## src/rtl/sargantana_icache_refill_unit.sv

```systemverilog
// Purpose : icache line refill engine; issues one line fill to L2, assembles the
//           returned beats into a line and forwards L2 invalidations to the icache.
// Latency : request -> l2_req_valid_o next cycle; last beat -> resp_valid_o next cycle;
//           invalidation -> inv_valid_o next cycle (one more if it collides with a resp).
// Backpressure: one fill in flight (req_ready_o only in IDLE); L2 request held until
//           l2_req_ready_i; 1-entry invalidation buffer, l2_inv_ready_o = buffer empty.
//
// Ports:
//   clk_i, rst_i                      clock, synchronous active-high reset
//   req_*                             fill request from icache (paddr, way)
//   kill_i                            core kill of the in-flight fetch
//   resp_valid_o/resp_data_o/resp_way_o   single-cycle assembled line response
//   inv_valid_o/inv_paddr_o           invalidation towards the icache
//   l2_req_*                          line-aligned request to L2
//   l2_beat_*                         in-order data beats from L2
//   l2_inv_*                          invalidation from L2
//   busy_o                            not idle
//   proto_err_o                       sticky: beat seen outside COLLECT
module sargantana_icache_refill_unit #(
  parameter int PADDR_W = 40,
  parameter int LINE_W  = 512,
  parameter int BEAT_W  = 128,
  parameter int WAY_W   = 2
) (
  input  logic               clk_i,
  input  logic               rst_i,
  input  logic               req_valid_i,
  output logic               req_ready_o,
  input  logic [PADDR_W-1:0] req_paddr_i,
  input  logic [WAY_W-1:0]   req_way_i,
  input  logic               kill_i,
  output logic               resp_valid_o,
  output logic [LINE_W-1:0]  resp_data_o,
  output logic [WAY_W-1:0]   resp_way_o,
  output logic               inv_valid_o,
  output logic [PADDR_W-1:0] inv_paddr_o,
  output logic               l2_req_valid_o,
  input  logic               l2_req_ready_i,
  output logic [PADDR_W-1:0] l2_req_paddr_o,
  input  logic               l2_beat_valid_i,
  input  logic [BEAT_W-1:0]  l2_beat_data_i,
  input  logic               l2_inv_valid_i,
  output logic               l2_inv_ready_o,
  input  logic [PADDR_W-1:0] l2_inv_paddr_i,
  output logic               busy_o,
  output logic               proto_err_o
);

  localparam int NBEATS = LINE_W / BEAT_W;
  localparam int CNT_W  = (NBEATS > 1) ? $clog2(NBEATS) : 1;
  localparam int OFF_W  = $clog2(LINE_W / 8);
  localparam logic [PADDR_W-1:0] LINE_MASK = {{(PADDR_W-OFF_W){1'b1}}, {OFF_W{1'b0}}};
  localparam logic [CNT_W-1:0]   LAST_BEAT = CNT_W'(NBEATS - 1);

  typedef enum logic [1:0] {S_IDLE, S_REQ, S_COLLECT, S_RESP} state_t;

  state_t             state_q, state_d;
  logic               drop_q, drop_d;
  logic [CNT_W-1:0]   beat_cnt_q;
  logic [PADDR_W-1:0] paddr_q;
  logic [WAY_W-1:0]   way_q;
  logic [LINE_W-1:0]  line_q;
  logic               inv_full_q;
  logic [PADDR_W-1:0] inv_paddr_q;
  logic               proto_err_q;

  logic               req_acc;
  logic               beat_acc;
  logic               last_beat;
  logic               inv_acc;
  logic               inv_hit;

  assign req_acc   = req_valid_i & (state_q == S_IDLE);
  assign beat_acc  = l2_beat_valid_i & (state_q == S_COLLECT);
  assign last_beat = beat_acc & (beat_cnt_q == LAST_BEAT);
  assign inv_acc   = l2_inv_valid_i & ~inv_full_q;
  // An invalidation of the line being filled makes the collected data stale.
  assign inv_hit   = inv_acc & ((l2_inv_paddr_i & LINE_MASK) == paddr_q) &
                     ((state_q == S_COLLECT) | (state_q == S_RESP));

  // State register
  always_ff @(posedge clk_i) begin
    if (rst_i) begin
      state_q <= S_IDLE;
      drop_q  <= 1'b0;
    end else begin
      state_q <= state_d;
      drop_q  <= drop_d;
    end
  end

  // Next-state logic
  always_comb begin
    state_d = state_q;
    drop_d  = drop_q;
    case (state_q)
      S_IDLE: begin
        if (req_acc) begin
          state_d = S_REQ;
          drop_d  = 1'b0;
        end
      end
      S_REQ: begin
        if (l2_req_ready_i) begin
          state_d = S_COLLECT;
          // Request already left for L2: its beats must still be drained.
          if (kill_i) drop_d = 1'b1;
        end else if (kill_i) begin
          state_d = S_IDLE;
        end
      end
      S_COLLECT: begin
        if (kill_i | inv_hit) drop_d = 1'b1;
        if (last_beat) state_d = (drop_d) ? S_IDLE : S_RESP;
      end
      S_RESP: begin
        if (inv_hit) drop_d = 1'b1;
        state_d = S_IDLE;
      end
      default: state_d = S_IDLE;
    endcase
  end

  // Output logic
  always_comb begin
    req_ready_o    = (state_q == S_IDLE);
    busy_o         = (state_q != S_IDLE);
    l2_req_valid_o = (state_q == S_REQ);
    resp_valid_o   = (state_q == S_RESP) & ~drop_q & ~kill_i & ~inv_hit;
    // The response owns the icache write port; a pending inv waits one cycle.
    inv_valid_o    = inv_full_q & ~resp_valid_o;
    l2_inv_ready_o = ~inv_full_q;
  end

  assign l2_req_paddr_o = paddr_q;
  assign resp_data_o    = line_q;
  assign resp_way_o     = way_q;
  assign inv_paddr_o    = inv_paddr_q;
  assign proto_err_o    = proto_err_q;

  // Fill datapath
  always_ff @(posedge clk_i) begin
    if (rst_i) begin
      paddr_q    <= '0;
      way_q      <= '0;
      beat_cnt_q <= '0;
      line_q     <= '0;
    end else begin
      if (req_acc) begin
        paddr_q <= req_paddr_i & LINE_MASK;
        way_q   <= req_way_i;
      end
      if (state_q == S_REQ && l2_req_ready_i) begin
        beat_cnt_q <= '0;
      end else if (beat_acc) begin
        beat_cnt_q <= last_beat ? '0 : beat_cnt_q + 1'b1;
        for (int b = 0; b < NBEATS; b++) begin
          if (beat_cnt_q == CNT_W'(b)) line_q[b*BEAT_W +: BEAT_W] <= l2_beat_data_i;
        end
      end
    end
  end

  // Invalidation buffer and protocol error flag
  always_ff @(posedge clk_i) begin
    if (rst_i) begin
      inv_full_q  <= 1'b0;
      inv_paddr_q <= '0;
      proto_err_q <= 1'b0;
    end else begin
      if (inv_acc) begin
        inv_full_q  <= 1'b1;
        inv_paddr_q <= l2_inv_paddr_i;
      end else if (inv_valid_o) begin
        inv_full_q  <= 1'b0;
      end
      if (l2_beat_valid_i && state_q != S_COLLECT) proto_err_q <= 1'b1;
    end
  end

endmodule
```

## config.mk

```make
export PLATFORM = sky130hd
export DESIGN_NAME = sargantana_icache_refill_unit
export DESIGN_NICKNAME = d
export VERILOG_FILES = /design/src/rtl/sargantana_icache_refill_unit.sv
export SDC_FILE = /design/constraint.sdc
export NUM_CORES = 1
export LEC_CHECK = 0
export CORE_AREA = 2 2 315 317
export CTS_CLUSTER_SIZE = 24
export DETAILED_ROUTE_END_ITERATION = 10
export DIE_AREA = 0 0 317 319
export PLACE_DENSITY = 0.52
export SYNTH_ARGS = -nofsm -noshare
export SYNTH_HDL_FRONTEND = slang
export SYNTH_SLANG_ARGS = --single-unit
export TNS_END_PERCENT = 5
```

## constraint.sdc

```tcl
create_clock -name clk_i -period 3.15 [get_ports clk_i]
set_input_delay 0.63 -clock clk_i [delete_from_list [all_inputs] [get_ports clk_i]]
set_output_delay 0.63 -clock clk_i [all_outputs]
set_load 0.03 [all_outputs]
```

# Yosys cells after proc, flatten, opt, wreduce, memory -nomap -nowiden

Cells that the tools add are included.

Flip-flop bits (word level): 595
ROM bits: 0
Output and inout port bits: 601
Bits in latches: 0
Memories kept: 0
Input bits: 217
Word-level logic and storage cells: 74
Bits in writable memories: 0

Eq/ne operators: 14
Reduce and logical (&&, ||, !) cells: 13
$lt $le $gt $ge: 0
Bitwise gates (word level): 18
Shift-type cells: 0
Divide/modulo/power cells: 0
$mul: 0
Muxes and demuxes: 16
Add/sub/neg operators: 1

Operator list:

| cell                                                  | count |
|---|---|
| == test 34 bit                                        | 1 |
| AND reduction 3 bit                                   | 5 |
| two-way mux 2 bit                                     | 6 |
| bitwise AND 1 bit                                     | 10 |
| == test 2 bit, second input constant                  | 4 |
| two-way mux 1 bit                                     | 8 |
| inequality test 2 bit, second input constant          | 4 |
| one-hot mux 2 bit (4 select lines)                    | 1 |
| inverter 1 bit                                        | 6 |
| == test 2 x 1 -> 1 bit, second input constant         | 2 |
| zero test 2 bit                                       | 2 |
| inequality test 2 x 1 -> 1 bit, second input constant | 2 |
| one-hot mux 1 bit (4 select lines)                    | 1 |
| AND reduction 4 bit                                   | 1 |
| nonzero test 2 bit                                    | 2 |
| inequality test 3 x 2 -> 1 bit, second input constant | 1 |
| adder 2 x 1 -> 2 bit, second input constant           | 1 |
| logical AND 1 bit                                     | 2 |
| OR 1 bit                                              | 2 |
| OR reduction 2 bit                                    | 1 |

# Depth between registers and ports, before layout

Gate-level depths: netlist (run 1).

Word-level depth: 10
Gate-level depth with buffers: 9
Depth with buffers taken out: 5

# Worst setup path after synthesis (run 1)

Ideal clock, no wire load.

Path type: input -> output
From: input port l2_inv_paddr_i[24]
To: output port resp_valid_o
Setup slack: 797 ps
Data required time: 2520 ps
Path buffers: 0
Stages on the path: 5
Arrival time: 1723 ps
Cell sequence: xor2_1 nor2_1 nand4_1 nor4_1 a21oi_1

Longest elaborated chain between the ends: 5

RTL lines:

| element                        | RTL line | source |
|---|---|---|
| start, declared                | 44       | `input logic [PADDR_W-1:0] l2_inv_paddr_i,` |
| == test 34 bit                 | 78       | `assign inv_hit = inv_acc & ((l2_inv_paddr_i & LINE_MASK) == paddr_q) &` |
| bitwise AND 1 bit (2 in a row) | 78       |  |
| inverter 1 bit                 | 129      | `resp_valid_o = (state_q == S_RESP) & ~drop_q & ~kill_i & ~inv_hit;` |
| bitwise AND 1 bit              | 129      |  |
| end, declared                  | 32       | `output logic resp_valid_o,` |

No other way between the ends.

# Worst setup path in the final report (run 1)

From: input port l2_inv_paddr_i[34]
To: output port resp_valid_o

Same word-level chain as after synthesis.

==> reports/results.ini, run 1 <==
[sta]
max_slew_margin = 0.445
fin_crit_ns = 3.00
hold_viol_final = 0
worstMarginPinSlew_ns = 0.833
grt_setup_unrepaired = no
drv_slew = 0
fin_crit_sh = 0.952
finClkSkew_ns = 0.0138
max_freq_mhz = 334
setup_viol = 0

[min_path]
hp-class = reg -> reg
hold_path.startpoint = inv_paddr_o[22]

[grt]
antenna_found_initial = 2
grt_max_degree = 77
grt_pass1_wl_um = 133000
grt_pass1_vias = 19500
overflow = 0
grt_use_total = 0.177

[worst_setup_path]
worstSetupPathType = in -> out
worstSetupStartpointType = input port
startpoint = l2_inv_paddr_i[34]
endpoint_kind = output pin
crit-reg2reg-launch = state_q[0]
r2r_setup_slack_ns = 0.97
crit_end = resp_valid_o
worstPathArrival_ns = 2.37
rr_endpoint = resp_data_o[195]
crit_fanout = 2
required_ns = 2.52
r2r_cells = 7

[detailed_routing]
drt_iter0_markers = 1307
drt_wl_total_um = 93500
via_per_inst = 4.30
routedWlPerCell_um = 19.6
drt_pre_antenna_iters = 5
vias = 20500
ant_nets = 0
drc = 0

[outcome]
status = complete, no violations

[finish]
n_antenna_cell = 0
fin_area_um2 = 33100
area_growth_pct = 56.8
final_cell_mix = nand2_1, clkdlybuf4s50_1, dfxtp_1
final_common_cell = nand2_1
layout.nets = 3648
layout-drive-gt1-share = 0.0600

[placement]
dpl_cell_area_um2 = 30700
hpwl_um = 66700
portBuffers = 805
gp_congestion = 0.790

[synth]
syn_avg_cell_area_um2 = 7.91
syn_area_um2 = 21100
syn_inst = 2671
yosysSeqAreaShare = 0.563
synth_warnings = 0
synth_top_area_cell = dfxtp_1
synth_top_area_share = 0.563
ys_ff_latch = 595
ys_types = 31
synth.area.top_cells = dfxtp_1, nand2_1, a21oi_1

[power]
fin_total_pwr_mw = 17.6
cellPowerDensity_nw_per_um2 = 532
peakVddDrop_v = 0.000327
p_leak_nw = 11.1

[die]
initial_core_util = 0.216
die_x_um = 317
io_pins = 818
dieArea_um2 = 101000
core_area_um2 = 97700
core.rowCount = 115
fp.dieH_um = 319

[clock_network]
cts_tree = yes
cts_setup_buffers = 0
numCtsBuffers = 72
clock-sinks = 595
cts-root-buf = clkbuf_16
cts-resized-gates = 0
worstSkewPairLatency_ns = 0.62
ctsLongestPathBuffers = 3
hold_buffers = 0
htreeDepth = 3
clk_pin_slew_worst_paths_ns = 0.05

[run]
cap_violations = 0

-- layer usage --
metal | part of all wire | track usage
met5 | 0.00014 | 0
met4 | 0.033 | 0.0592
met3 | 0.088 | 0.0643
met2 | 0.47 | 0.294
met1 | 0.41 | 0.208
-- cell type report --
cell class	count	area, µm²
inverters	8	30.0
clock inverters	17	176
clock buffers	112	2290
multi-input cells	1870	8140
flip-flops and latches	595	11900
repair buffers	880	8990
well taps	1287	1610
fillers	10300	64600
-- cells by family after synthesis --
group                    Yosys count  synth area share
AO/OA/AOI/OAI                    603             0.143
XOR/XNOR                          34            0.0141
adder cells (fa/ha/maj)            4           0.00237
buffers and inverters            211            0.0550
flip-flops                       595             0.563
multiplexers                       1          0.000474
other                              1          0.000177
AND/OR/NAND/NOR                 1222             0.221
-- stage by stage --
stage | setup TNS, ns | setup WS (ns) | util | cells | hold slack [ns]
4_1_cts | 0 | 0.0226 | 0.339 | 4769 | 0.452
6_report | 0 | 0.153 | 0.339 | 4769 | 0.450
2_1_floorplan | 0 | 0.797 | - | 2676 | 0.464
3_3_place_gp | -0.0475 | -0.0475 | 0.314 | 4640 | 0.440
5_1_grt | 0 | 0.0428 | 0.339 | 4769 | 0.465
3_5_place_dp | 0 | 0.0226 | 0.314 | 4640 | 0.445
-- cells in the mapped netlist --
cell type and instances:
xnor2_1 16, nor3_1 3, nor2_1 7, nor2b_1 3, buf_6 27, o211ai_1 1, a31oi_1 3, nand2b_4 1
conb_1 1, clkbuf_1 80, nor2_4 2, o21ai_0 3, and2_1 4, nand4_1 5, xor2_1 18, mux2i_1 1
nand2_1 1186, ha_1 4, or3_1 1, a31o_2 1, buf_2 76, clkbuf_2 1, nor4_1 6, a21oi_1 594
dfxtp_1 595, buf_4 19, o311ai_0 1, inv_1 8, nand3_1 2, nor2_2 1, and3b_1 1
-- worst max-delay path: stages --
cell and delay [ns]:
clkdlybuf4s50_1 0.49, xor2_1 0.44, nor4_1 0.11, nand2_1 0.17, nor3_2 0.08, a21oi_1 0.21
buf_4 0.22
-- flip-flops by register name (all words and copies together), names as in the netlist --
signal and cells:
inv_full_q 1, drop_q 1, resp_way_o 2, inv_paddr_o 40
resp_data_o 512, l2_req_paddr_o 34, state_q 2, beat_cnt_q 2
proto_err_o 1
-- power breakdown --
part,internal [mW],total [mW],leakage [nW],switching [mW]
sequential,7.62,7.69,4.81,0.0705
clock,5.23,8.60,1.22,3.36
combinational,0.538,1.32,5.03,0.786
-- worst min path at each step --
stage,endpoint,slack [ns],depth (start not counted)
finish,inv_paddr_o[22],0.45,2
global route,resp_data_o[489],0.46,2
CTS,inv_paddr_o[22],0.45,2
detailed placement,resp_data_o[125],0.45,2
global placement,resp_data_o[161],0.44,2
floorplan,inv_full_q,0.46,2
(Power assumes the default switching activity.)
==> inputs of run 2 (changes only) <==
--- a/config.mk
+++ b/config.mk
@@ -9,6 +9,7 @@
 export CTS_CLUSTER_SIZE = 24
 export DETAILED_ROUTE_END_ITERATION = 10
 export DIE_AREA = 0 0 317 319
+export GPL_TIMING_DRIVEN = 0
 export PLACE_DENSITY = 0.52
 export SYNTH_ARGS = -nofsm -noshare
 export SYNTH_HDL_FRONTEND = slang
==> run 2 against run 1 <==
Maximum frequency down 1.6%. Critical path type unchanged. Combinational power grew 8%. Wire length increased by 16%. Global-route usage grew 3.0 points. Sequential share of layout area down 0.29 points. Core utilization increased by 0.28 points. Clock-buffer cell count down 3. Flip-flop and latch count unchanged. Hold slack better by 0.00096 ns.
==> reports/results.ini, run 2 (synthesis gave the netlist of run 1 again) <==
[clock_network]
htreeDepth = 3  ; unchanged
numCtsBuffers = 73  ; +1.4%
ctsLongestPathBuffers = 3  ; unchanged
cts_tree = yes
cts-root-buf = clkbuf_16
clk_pin_slew_worst_paths_ns = 0.05  ; about the same
hold_buffers = 0  ; unchanged
worstSkewPairLatency_ns = 0.64  ; +0.02 ns
clock-sinks = 595  ; unchanged

[finish]
multiInputGateArea_um2 = 8150  ; +0.11%
final_cell_mix = nand2_1, clkdlybuf4s50_1, dfxtp_1
largest_register_ffs = 512  ; unchanged
area_growth_pct = 58.0
layout-drive-gt1-share = 0.0700  ; +0.0100
fillers = 10300  ; +0.65%
layout.nets = 3777  ; +3.5%
seq_area_um2 = 11900  ; unchanged
fin_area_um2 = 33400  ; +0.82%
final_common_cell = nand2_1

[worst_setup_path]
crit_fanout = 3  ; +1
r2r_setup_slack_ns = 0.94  ; -0.03 ns
worstSetupStartpointType = input port
required_ns = 2.52  ; about the same
r2r_cells = 9  ; +2
worstSetupPathType = in -> out
worstPathArrival_ns = 2.42  ; +0.05 ns
endpoint_kind = output pin

[power]
fin_total_pwr_mw = 18.0  ; +2.4%
peakVddDrop_v = 0.000385  ; +18%
cellPowerDensity_nw_per_um2 = 540  ; +1.6%
p_leak_nw = 11.2  ; +0.95%

[die]
fp.dieH_um = 319  ; unchanged
io_pins = 818  ; unchanged
initial_core_util = 0.216  ; unchanged
dieArea_um2 = 101000  ; unchanged
core_area_um2 = 97700  ; unchanged
die_x_um = 317  ; unchanged
core.rowCount = 115  ; unchanged

[sta]
hold_viol_final = 0  ; unchanged
max_slew_margin = 0.323  ; -0.122
fin_crit_sh = 0.967  ; +0.0156
fin_crit_ns = 3.05  ; +0.0492 ns
max_freq_mhz = 328  ; -1.6%
grt_setup_unrepaired = no
finClkSkew_ns = 0.0368  ; +0.0230 ns
drv_slew = 0  ; unchanged
setup_viol = 0  ; unchanged
worstMarginPinSlew_ns = 1.02  ; +0.182 ns

[placement]
dpl_cell_area_um2 = 30800  ; +0.50%
gp_congestion = 0.860  ; +8.9%
hpwl_um = 83200  ; +25%
portBuffers = 804  ; -0.12%

[detailed_routing]
ant_nets = 0  ; unchanged
vias = 21400  ; +4.1%
drt_pre_antenna_iters = 5  ; unchanged
via_per_inst = 4.36  ; +1.3%
drt_iter0_markers = 1140  ; -13%
drt_wl_total_um = 108000  ; +16%
routedWlPerCell_um = 22.1  ; +13%
drc = 0  ; unchanged

[grt]
grt_pass1_vias = 20300  ; +4.3%
grt_pass1_wl_um = 150000  ; +13%
grt_max_degree = 13  ; -83%
overflow = 0  ; unchanged
antenna_found_initial = 7  ; +5
grt_use_total = 0.207  ; +0.0302

[min_path]
hp-class = reg -> reg
worstHoldPathCells = 2  ; unchanged

[outcome]
status = complete, no violations

[run]
cap_violations = 0  ; unchanged

## run 2: final timing paths
kind | startpoint | to
setup / recovery | l2_inv_paddr_i[35] | resp_valid_o
hold / removal | resp_data_o[39] | resp_data_o[39]
setup reg to reg | state_q[1] | resp_data_o[420]
hold reg to reg | resp_data_o[39] | resp_data_o[39]
## run 2: cell type report
cell class | count | area share
multi-input cells | 1870 | 0.244
well taps | 1287 | 0.0482
repair buffers | 805 | 0.241
flip-flops and latches | 595 | 0.357
plain buffers | 203 | 0.0341
clock buffers | 109 | 0.0645
clock inverters | 22 | 0.0109
inverters | 8 | 0.000899
diodes | 3 | 0.000225
## run 2: metal layers
layer / part of all wire / GRT usage / wire length, µm / up-vias
li1: - / - / - / 10400
met1: 0.41 / 0.247 / 44400 / 10000
met2: 0.46 / 0.340 / 50300 / 782
met3: 0.084 / 0.0642 / 9160 / 177
met4: 0.042 / 0.0906 / 4590 / 0
met5: 0 / 0 / 0 / -
## run 2: what timing repair did
action | 4_1_cts | 5_1_grt
buffers inserted | 1 | 0
gates resized for setup | 13 | 0
pin swaps | 3 | 3
hold endpoints to repair | 0 | 0
setup endpoints to repair | 1 | 1
## run 2: report_power, final
| part | internal, mW | switching [mW] | total (mW) |
|---|---|---|---|
| sequential | 7.62 | 0.0688 | 7.69 |
| combinational | 0.537 | 0.892 | 1.43 |
| clock | 5.41 | 3.52 | 8.93 |
## run 2: per-stage QoR
stage	hold slack [ns]	worst slack (ns)	setup TNS [ns]	instances	utilization
2_1_floorplan	0.464	0.797	0	2676	-
3_3_place_gp	0.441	-0.836	-7.69	4767	0.315
3_5_place_dp	0.445	-0.876	-0.876	4767	0.315
4_1_cts	0.453	0.0206	0	4899	0.342
5_1_grt	0.465	0.00159	0	4902	0.342
6_report	0.451	0.103	0	4902	0.342
## run 2: worst max-delay path, cell delays in order
cell and delay [ns]:
clkdlybuf4s50_1 0.43, xor2_1 0.18, nor4_1 0.37, nand2_1 0.18, nor3_2 0.28, a21oi_1 0.12, buf_2 0.21
==> inputs of run 3 (changes only) <==
--- a/config.mk
+++ b/config.mk
@@ -10,6 +10,7 @@
 export DETAILED_ROUTE_END_ITERATION = 10
 export DIE_AREA = 0 0 317 319
 export GPL_TIMING_DRIVEN = 0
+export MAX_ROUTING_LAYER = met4
 export PLACE_DENSITY = 0.52
 export SYNTH_ARGS = -nofsm -noshare
 export SYNTH_HDL_FRONTEND = slang
==> run 3 against run 2 <==
Wire length barely moved. Sequential share of layout area hardly changed. Via count decreased by 0.15%. Design area hardly changed. Total power is essentially flat. Critical endpoint unchanged. Cell count is essentially flat. Clock power about the same. First-iteration DRC count grew 1.1%. Largest power group unchanged. Hold slack barely moved. Global-route usage up 0.60 points. Critical path type unchanged.
==> reports/results.ini, run 3 (synthesis gave the netlist of run 1 again) <==
[sta]
hold_viol_final = 0  ; unchanged
worstMarginPinSlew_ns = 1.02  ; +0.00248 ns
drv_slew = 0  ; unchanged
fin_crit_ns = 3.03  ; -0.0165 ns
hold-worst-slack_ns = 0.451  ; -0.000150 ns
finClkSkew_ns = 0.0352  ; -0.00164 ns
setup_viol = 0  ; unchanged
max_freq_mhz = 330  ; +0.54%
grt_setup_unrepaired = no
fin_crit_sh = 0.962  ; -0.00523
finalSetupTns_ns = 0  ; unchanged
max_slew_margin = 0.322  ; -0.00165

[power]
intPower_mw = 13.6  ; about the same
swShare = 0.248  ; about the same
cellPowerDensity_nw_per_um2 = 540  ; about the same
p_leak_nw = 11.2  ; about the same
fin_total_pwr_mw = 18.0  ; about the same
clkPwrFrac = 0.495  ; about the same
pwr-share-seq = 0.426  ; about the same
combPwrFrac = 0.079  ; about the same
peakVddDrop_v = 0.000395  ; +2.5%
p_switching_mw = 4.48  ; about the same

[finish]
layout.nets = 3777  ; unchanged
multiInputGateArea_um2 = 8150  ; unchanged
final_cell_mix = nand2_1, clkdlybuf4s50_1, dfxtp_1
area_growth_pct = 58.1  ; about the same
largest_register_ffs = 512  ; unchanged
fin_area_um2 = 33400  ; about the same
layout-drive-gt1-share = 0.0700  ; unchanged
fillers = 10300  ; unchanged
seq_area_um2 = 11900  ; unchanged
final_common_cell = nand2_1
final_core_util = 0.342  ; about the same

[placement]
gp_congestion = 0.873  ; +1.6%
hpwl_um = 83200  ; unchanged
portBuffers = 804  ; unchanged
dpl_cell_area_um2 = 30800  ; unchanged

[detailed_routing]
drt_iter0_markers = 1153  ; +1.1%
drt_pre_antenna_iters = 5  ; unchanged
via_per_inst = 4.35  ; -0.21%
drt_wl_total_um = 109000  ; about the same
vias = 21300  ; -0.15%
ant_nets = 0  ; unchanged
routedWlPerCell_um = 22.1  ; about the same
drc = 0  ; unchanged

[clock_network]
clock-sinks = 595  ; unchanged
numCtsBuffers = 73  ; unchanged
htreeDepth = 3  ; unchanged
clk_pin_slew_worst_paths_ns = 0.05  ; about the same
worstSkewPairLatency_ns = 0.63  ; about the same
cts-root-buf = clkbuf_16
ctsLongestPathBuffers = 3  ; unchanged
cts_tree = yes

[grt]
antenna_found_initial = 7  ; unchanged
grt_use_total = 0.213  ; +0.00605
grt_pass1_vias = 20400  ; +0.31%
grt_max_degree = 13  ; unchanged
overflow = 0  ; unchanged
grt_pass1_wl_um = 150000  ; -0.16%

[die]
fp.dieH_um = 319  ; unchanged
dieArea_um2 = 101000  ; unchanged
initial_core_util = 0.216  ; unchanged
die_x_um = 317  ; unchanged
core_area_um2 = 97700  ; unchanged
io_pins = 818  ; unchanged
core.rowCount = 115  ; unchanged

[worst_setup_path]
required_ns = 2.52  ; about the same
worstSetupStartpointType = input port
worstSetupPathType = in -> out
crit_fanout = 3  ; unchanged
endpoint_kind = output pin
worstPathArrival_ns = 2.40  ; -0.02 ns

[run]
cap_violations = 0  ; unchanged

[min_path]
hp-class = reg -> reg

[outcome]
status = complete, no violations

-- run 3: cell types whose count changed in the layout (fill, tap and decap cells not counted) --
cell / previous run / this run
diode_2: 3 / 6
-- run 3: power by group through the flow --
| stage | registers, mW | logic [mW] | clock network [mW] |
|---|---|---|---|
| detailed placement | 7.85 | 1.44 | 0 |
| floorplan | 8.02 | 0.371 | 0 |
| finish | 7.69 | 1.43 | 8.92 |
| global route | 7.70 | 1.52 | 9.42 |
| CTS | 7.69 | 1.45 | 9.15 |
| global placement | 7.85 | 1.44 | 0 |
-- run 3: timing repair --
item                                    4_1_cts  5_1_grt
endpoints found under the setup margin        1        1
pin swaps                                     3        3
buffers inserted                              1        0
resized for setup                            13        0
gates cloned                                  0        0
hold buffers                                  0        0
-- run 3: worst paths after layout --
path / from / to / slack [ns] / cells after the start
min reg2reg: resp_data_o[39] / resp_data_o[39] / 0.45 / 2
min: resp_data_o[39] / resp_data_o[39] / 0.45 / 2
max reg2reg: state_q[1] / resp_data_o[440] / 0.95 / 9
max: l2_inv_paddr_i[34] / resp_valid_o / 0.12 / 7
-- run 3: metal layers --
metal / track usage / routed length [µm] / part of all wire
met2: 0.341 / 50600 / 0.47
met4: 0.0907 / 4610 / 0.043
met3: 0.0641 / 9040 / 0.083
met1: 0.246 / 44300 / 0.41
met5: - / 0 / 0
-- run 3: per-stage QoR --
stage	setup WS, ns	cells
final	0.120	4905
after detailed placement	-0.876	4767
after global placement	-0.836	4767
after CTS	0.0206	4899
after global routing	0.00159	4902
after floorplan	0.797	2676
-- run 3: area by class of cell --
cell class,count,area share
Clock buffer,109,0.0645
Tap cell,1287,0.0482
Sequential cell,595,0.356
Timing Repair Buffer,805,0.241
Multi-Input combinational cell,1870,0.244
Buffer,203,0.0341
Clock inverter,22,0.0109
Inverter,8,0.000899
Antenna cell,6,0.000449
-- run 3: worst max-delay path: stages --
cell	delay (ns)
clkdlybuf4s50_1	0.47
xor2_2	0.23
nor4_1	0.30
nand2_1	0.15
nor3_2	0.28
a21oi_1	0.12
buf_2	0.21
